===== config.mk =====
export PLATFORM = sky130hd
export DESIGN_NAME = em_param
export DESIGN_NICKNAME = d
export VERILOG_FILES = /design/src/rtl/em_param.sv
export SDC_FILE = /design/constraint.sdc
export NUM_CORES = 1
export LEC_CHECK = 0
export ABC_AREA = 1
export BUFFER_PORTS_ARGS = -buffer_cell sky130_fd_sc_hd__buf_2
export CAP_MARGIN = 20
export CORE_AREA = 2 2 39 41
export CTS_BUF_LIST = sky130_fd_sc_hd__clkbuf_4 sky130_fd_sc_hd__clkbuf_8
export CTS_CLUSTER_SIZE = 28
export DETAILED_ROUTE_END_ITERATION = 16
export DIE_AREA = 0 0 41 43
export PLACE_DENSITY_LB_ADDON = 0.25
export SLEW_MARGIN = 15
export SYNTH_ARGS = -nofsm -noshare
export SYNTH_HDL_FRONTEND = slang
export SYNTH_SLANG_ARGS = --single-unit

===== constraint.sdc =====
create_clock -name CLK -period 1.3 [get_ports CLK]
set_input_delay 0.065 -clock CLK [delete_from_list [all_inputs] [get_ports CLK]]
set_output_delay 0.065 -clock CLK [all_outputs]
set_load 0.05 [all_outputs]

===== src/rtl/em_param.sv =====
// Edge memory for a stochastic-decoder variable node, parametrised in depth.
// Latency: one cycle from IN/SEL to the registered OUT; LOAD and RESET clear OUT.
// Backpressure: none; EN is a per-decoding-cycle strobe and the block holds state while EN=0.
//
// Ports:
//   CLK       rising-edge clock
//   RESET     asynchronous active-high reset (mem=INIT, OUT=0, fill=0)
//   EN        decoding-cycle strobe; no state change when low (LOAD still acts)
//   LOAD      synchronous reload of the memory from LOAD_VAL, takes priority over EN
//   LOAD_VAL  reload pattern, bit k -> entry k
//   IN        incoming stochastic bit
//   HOLD      1 = node in hold state (read memory), 0 = regenerative (shift in, pass through)
//   SEL       random read address, wrapped into 0..DEPTH-1 by a single subtract
//   OUT       registered output bit
//   FULL      (EM_FILL_TRACK_EN only) 1 once DEPTH bits have been shifted in since reset/load
//
// Optional feature macro: EM_FILL_TRACK_EN
//   When defined, a saturating fill counter restricts hold reads to entries that were
//   actually shifted in since the last reset/load, and the FULL port is added.

module em_param #(
  parameter int              DEPTH = 8,
  parameter int              SELW  = 3,
  parameter logic [DEPTH-1:0] INIT = DEPTH'(8'hA5)
) (
  input  logic             CLK,
  input  logic             RESET,
  input  logic             EN,
  input  logic             LOAD,
  input  logic [DEPTH-1:0] LOAD_VAL,
  input  logic             IN,
  input  logic             HOLD,
  input  logic [SELW-1:0]  SEL,
  output logic             OUT
`ifdef EM_FILL_TRACK_EN
  ,
  output logic             FULL
`endif
);

  // Reject geometries where the single-subtract wrap cannot produce a legal index.
  if (DEPTH < 2 || SELW < 1 || (1 << SELW) < DEPTH || (1 << SELW) >= 2 * DEPTH) begin : g_bad_param
    $error("em_param: need DEPTH>=2 and DEPTH <= 2**SELW < 2*DEPTH");
  end

  localparam logic [SELW:0] DEPTH_X = (SELW + 1)'(DEPTH);

  logic [DEPTH-1:0] mem;
  logic [DEPTH-1:0] mem_nxt;
  logic             out_nxt;
  logic [SELW:0]    sel_ext;
  logic [SELW:0]    sel_wrap;
  logic [SELW-1:0]  idx;
  logic [SELW-1:0]  rd_idx;

  // Wrap SEL into range. Out-of-range codes fold onto the low (newest) entries,
  // which slightly biases the draw for non-power-of-two depths; that bias is accepted.
  always_comb begin
    sel_ext  = {1'b0, SEL};
    sel_wrap = sel_ext - DEPTH_X;
    idx      = (sel_ext < DEPTH_X) ? SEL : sel_wrap[SELW-1:0];
  end

`ifdef EM_FILL_TRACK_EN
  localparam int FW = $clog2(DEPTH + 1);
  localparam logic [FW-1:0] FILL_MAX = FW'(DEPTH);

  logic [FW-1:0]   fill;
  logic [FW-1:0]   fill_nxt;
  logic [SELW-1:0] fill_mask;

  // fill_mask = P-1 where P is the largest power of two not above fill. Masking
  // by it keeps a hold read inside the entries shifted in since reset/load.
  // P <= fill <= DEPTH, so the masked index is always a real entry.
  always_comb begin
    fill_mask = '0;
    for (int i = 0; i < FW; i++) begin
      if (fill[i]) begin
        fill_mask = SELW'((1 << i) - 1);
      end
    end
  end

  // With nothing shifted in yet, fall back to the plain index so the
  // INIT/LOAD_VAL pattern is still readable.
  always_comb begin
    rd_idx = (fill != '0) ? (idx & fill_mask) : idx;
  end

  assign FULL = (fill == FILL_MAX);
`else
  always_comb begin
    rd_idx = idx;
  end
`endif

  // Next-state for memory and output, in priority order LOAD > !EN > shift > hold read.
  always_comb begin
    mem_nxt = mem;
    out_nxt = OUT;
    if (LOAD) begin
      mem_nxt = LOAD_VAL;
      out_nxt = 1'b0;
    end else if (EN) begin
      if (!HOLD) begin
        // Entry 0 is the newest bit; the oldest entry falls off the top.
        mem_nxt = {mem[DEPTH-2:0], IN};
        out_nxt = IN;
      end else begin
        // Read from the pre-edge contents; memory is untouched in hold.
        out_nxt = mem[rd_idx];
      end
    end
  end

`ifdef EM_FILL_TRACK_EN
  always_comb begin
    fill_nxt = fill;
    if (LOAD) begin
      fill_nxt = '0;
    end else if (EN && !HOLD && fill != FILL_MAX) begin
      fill_nxt = fill + FW'(1);
    end
  end

  always_ff @(posedge CLK or posedge RESET) begin
    if (RESET) begin
      fill <= '0;
    end else begin
      fill <= fill_nxt;
    end
  end
`endif

  always_ff @(posedge CLK or posedge RESET) begin
    if (RESET) begin
      mem <= INIT;
      OUT <= 1'b0;
    end else begin
      mem <= mem_nxt;
      OUT <= out_nxt;
    end
  end

endmodule


==> flow_summary_export.csv <==
group,metric,value,unit
outcome,outcome,"complete, no violations",
clocking,cts_root_buf,"clkbuf_4",
timing,fmax,0.954,GHz
timing,slew_headroom,75.5,%
critical_path,path_cells,"inv_1 > nand2_1 > nand3_2 > nand3_2 > nand3_2 > a21oi_2",
critical_path,rrSetupSlack,0.25,ns
global_routing,antenna_found_initial,0,
pwr,p_switching,207,uW
yosys,yosysWarnings,0,
pwr,irDropWorstVdd,0.000550,V
critical_path,cp_num_buf_inv,1,
pwr,power_frac_clock,33.3,%
timing,finalSetupViolCount,0,
final_layout,regArea,230,um^2
drt,drt_iter0_drc,13,
final_layout,area_delta_synth_final,26.5,%
placed_design,port_buffers,17,
worst_hold_path,min_to,"mem[2]",
yosys,async_flop_share,100,%
critical_path,r2r_cells,6,
pwr,switching_share,28.6,%
drt,via_count,491,
global_routing,grt_max_degree,10,
final_layout,nNetsFinal,103,
yosys,synth-edff-count,0,
critical_path,cp-start-kind,"flop",
yosys,ys_seq_elements,9,
critical_path,critical_path_arrival,1.24,ns
clocking,cts_inserted_buffers,3,
critical_path,cpPeakStageDelay,0.52,ns
clocking,clockBufferDepth,2,
pwr,p_int,517,uW
timing,hold_viol_final,0,
pwr,leakage,0.350,nW
pwr,powerDensity,1080,nW/um^2
clocking,cts-resized-gates,0,
timing,setup_tns,0,ns
global_routing,grt_pass1_vias,440,
yosys,synth.top_cell.area_share,23.6,%
yosys,synth_most_common_cell,"nand2_1",
clocking,clk_latency,0.26,ns
yosys,synth_area,529,um^2
yosys,syn_nets,81,
clocking,cts_hold_buf,1,
clocking,h-tree-depth,1,
global_routing,grt_pass1_wl,1970,um
critical_path,rr_endpoint,"OUT",
yosys,yosysTopAreaCell,"dfrtp_1",
clocking,clkSinkCount,9,
drt,drc,0,
critical_path,crit_top_cell,"nand3_2",
placed_design,dp_hpwl,928,um
critical_path,crit_path_end_kind,"flop",
floorplanning,die_h,43,um
yosys,syn_avg_cell_area,8.27,um^2
job,cap_viol_max_count,0,
critical_path,cp_max_fo,3,
clocking,cts_setup_buffers,0,
final_layout,multiInputGateArea,238,um^2
worst_hold_path,min-delay-start,"LOAD_VAL[2]",
floorplanning,dieWidth,41,um
critical_path,critPathKind,"flop to flop",
floorplanning,ios,18,
pwr,pwr-share-seq,45.1,%
drt,antenna_left,0,
clocking,clkTransAtPathRegs,0.06,ns
drt,wl_met2,590,um
drt,first_pass_iters,4,
yosys,synth_common_cells,"nand2_1 (16), inv_1 (13), o221ai_1 (6)",
drt,wirelength,1210,um
drt,vias_per_cell,4.86,
drt,wl_per_cell,12.0,um
timing,timing.final.max_slew_violations,0,
pwr,combPwrFrac,21.6,%
final_layout,stdcell_count,101,
yosys,ys_seq_area_share,43.5,%
floorplanning,floorplan.die_area,1760,um^2
timing,worst_slew_pin_slew,0.367,ns
timing,fin_crit_sh,80.6,%
placed_design,gp_congestion,0.832,
critical_path,cp_data_required_time,1.50,ns
placed_design,dpl.cell_count,96,
yosys,synth_cells,64,
final_layout,diodes,0,
timing,period_needed,1.05,ns
worst_hold_path,hold_path_depth,3,
clocking,cts_tree,"built",
yosys,synth.distinct_cells,16,
worst_hold_path,min_path_type,"input pin to flop",
final_layout,fill_cells,152,
timing,skew,0.00254,ns
floorplanning,num_rows,14,
critical_path,r2r-start,"mem[5]",
global_routing,grt-ovfl-total,0,
critical_path,crit_family,"flip-flops",
yosys,synthTopCellsByArea,"dfrtp_1 (24%), dfstp_2 (20%), nand2_1 (11%)",
global_routing,grtUsageTotal,16.9,%
yosys,ys.flop_type,"dfrtp_1",
drt,m1WireLength,525,um
floorplanning,start_util,38.2,%
drt,maxUsedRoutingLayer,"met4",
final_layout,drive_gt1_share,42.4,%
drt,wl_met3,79,um
floorplanning,core,1380,um^2
critical_path,crit_slowest_cell,"dfstp_2",
timing,grt_setup_unrepaired,"no",
==> sequential cells by signal (all words and copies together), names as in the netlist <==
register  cells
OUT           1
mem           8
==> logic make-up (layout without fill, tap and decap cells) <==
kind of cell    count (synthesis)  after routing  share of synthesized area [%]
simple gates                   27             27                           27.0
buf+inv                        16             37                           11.6
compound gates                 12             12                           18.0
flops                           9              9                           43.5
==> stage by stage <==
step                      instance area, um^2  hold WS (ns)  power [mW]  setup slack (ns)  util (%)
after global routing                      669        0.0253       0.769             0.169      48.4
final                                     669        0.0129       0.723             0.252      48.4
after global placement                    629        0.0459       0.482             0.294      45.5
after detailed placement                  629        0.0539       0.486             0.268      45.5
after floorplan                           529        -0.110       0.433             0.324         -
after CTS                                 669       0.00946       0.733             0.255      48.4
==> final cells by class <==
type / count / share of cell area, %
timing repair buffer: 18 / 14.2
multi-input combinational: 39 / 35.5
sequential: 9 / 34.4
clock buffer: 4 / 4.49
inverter: 15 / 8.41
tap: 16 / 2.99
==> worst max-delay path by stage <==
stage,cells past startpoint,startpoint,to,slack (ns)
after CTS,6,mem[5],OUT,0.25
after detailed placement,6,mem[7],OUT,0.27
after global routing,6,mem[7],OUT,0.17
final,6,mem[5],OUT,0.25
after global placement,6,mem[7],OUT,0.29
after floorplan,6,mem[5],OUT,0.32
==> layer usage <==
metal	track usage, %	vias to the layer above
met5	0	-
met4	8.00	0
met3	3.66	4
met2	25.0	17
met1	22.6	212
li1	-	258
==> worst reg2reg max path: cells and delay by family (launching register included) <==
family                 cells  cell delay [ns]
buffers and inverters      1             0.06
DFF                        1             0.52
and+or+nand+nor            4             0.30
AOI/OAI and AO/OA          1             0.10
==> placed cells by master, fill, tap and decap left out, types with 2 or more instances in the layout <==
cell type  instances
nand2_1           16
nand3_2            5
buf_2             17
o211ai_1           2
inv_1             13
clkbuf_4           4
o221ai_1           6
nand3_1            4
inv_2              2
dfrtp_1            5
dfstp_2            4
==> power groups by stage <==
stage / clock, mW / combinational [mW] / sequential [mW]
after CTS: 0.249 / 0.158 / 0.326
after detailed placement: 0 / 0.155 / 0.331
final: 0.241 / 0.156 / 0.326
after floorplan: 0 / 0.0954 / 0.337
after global placement: 0 / 0.152 / 0.330
after global routing: 0.263 / 0.178 / 0.328
(Power assumes the default switching activity.)
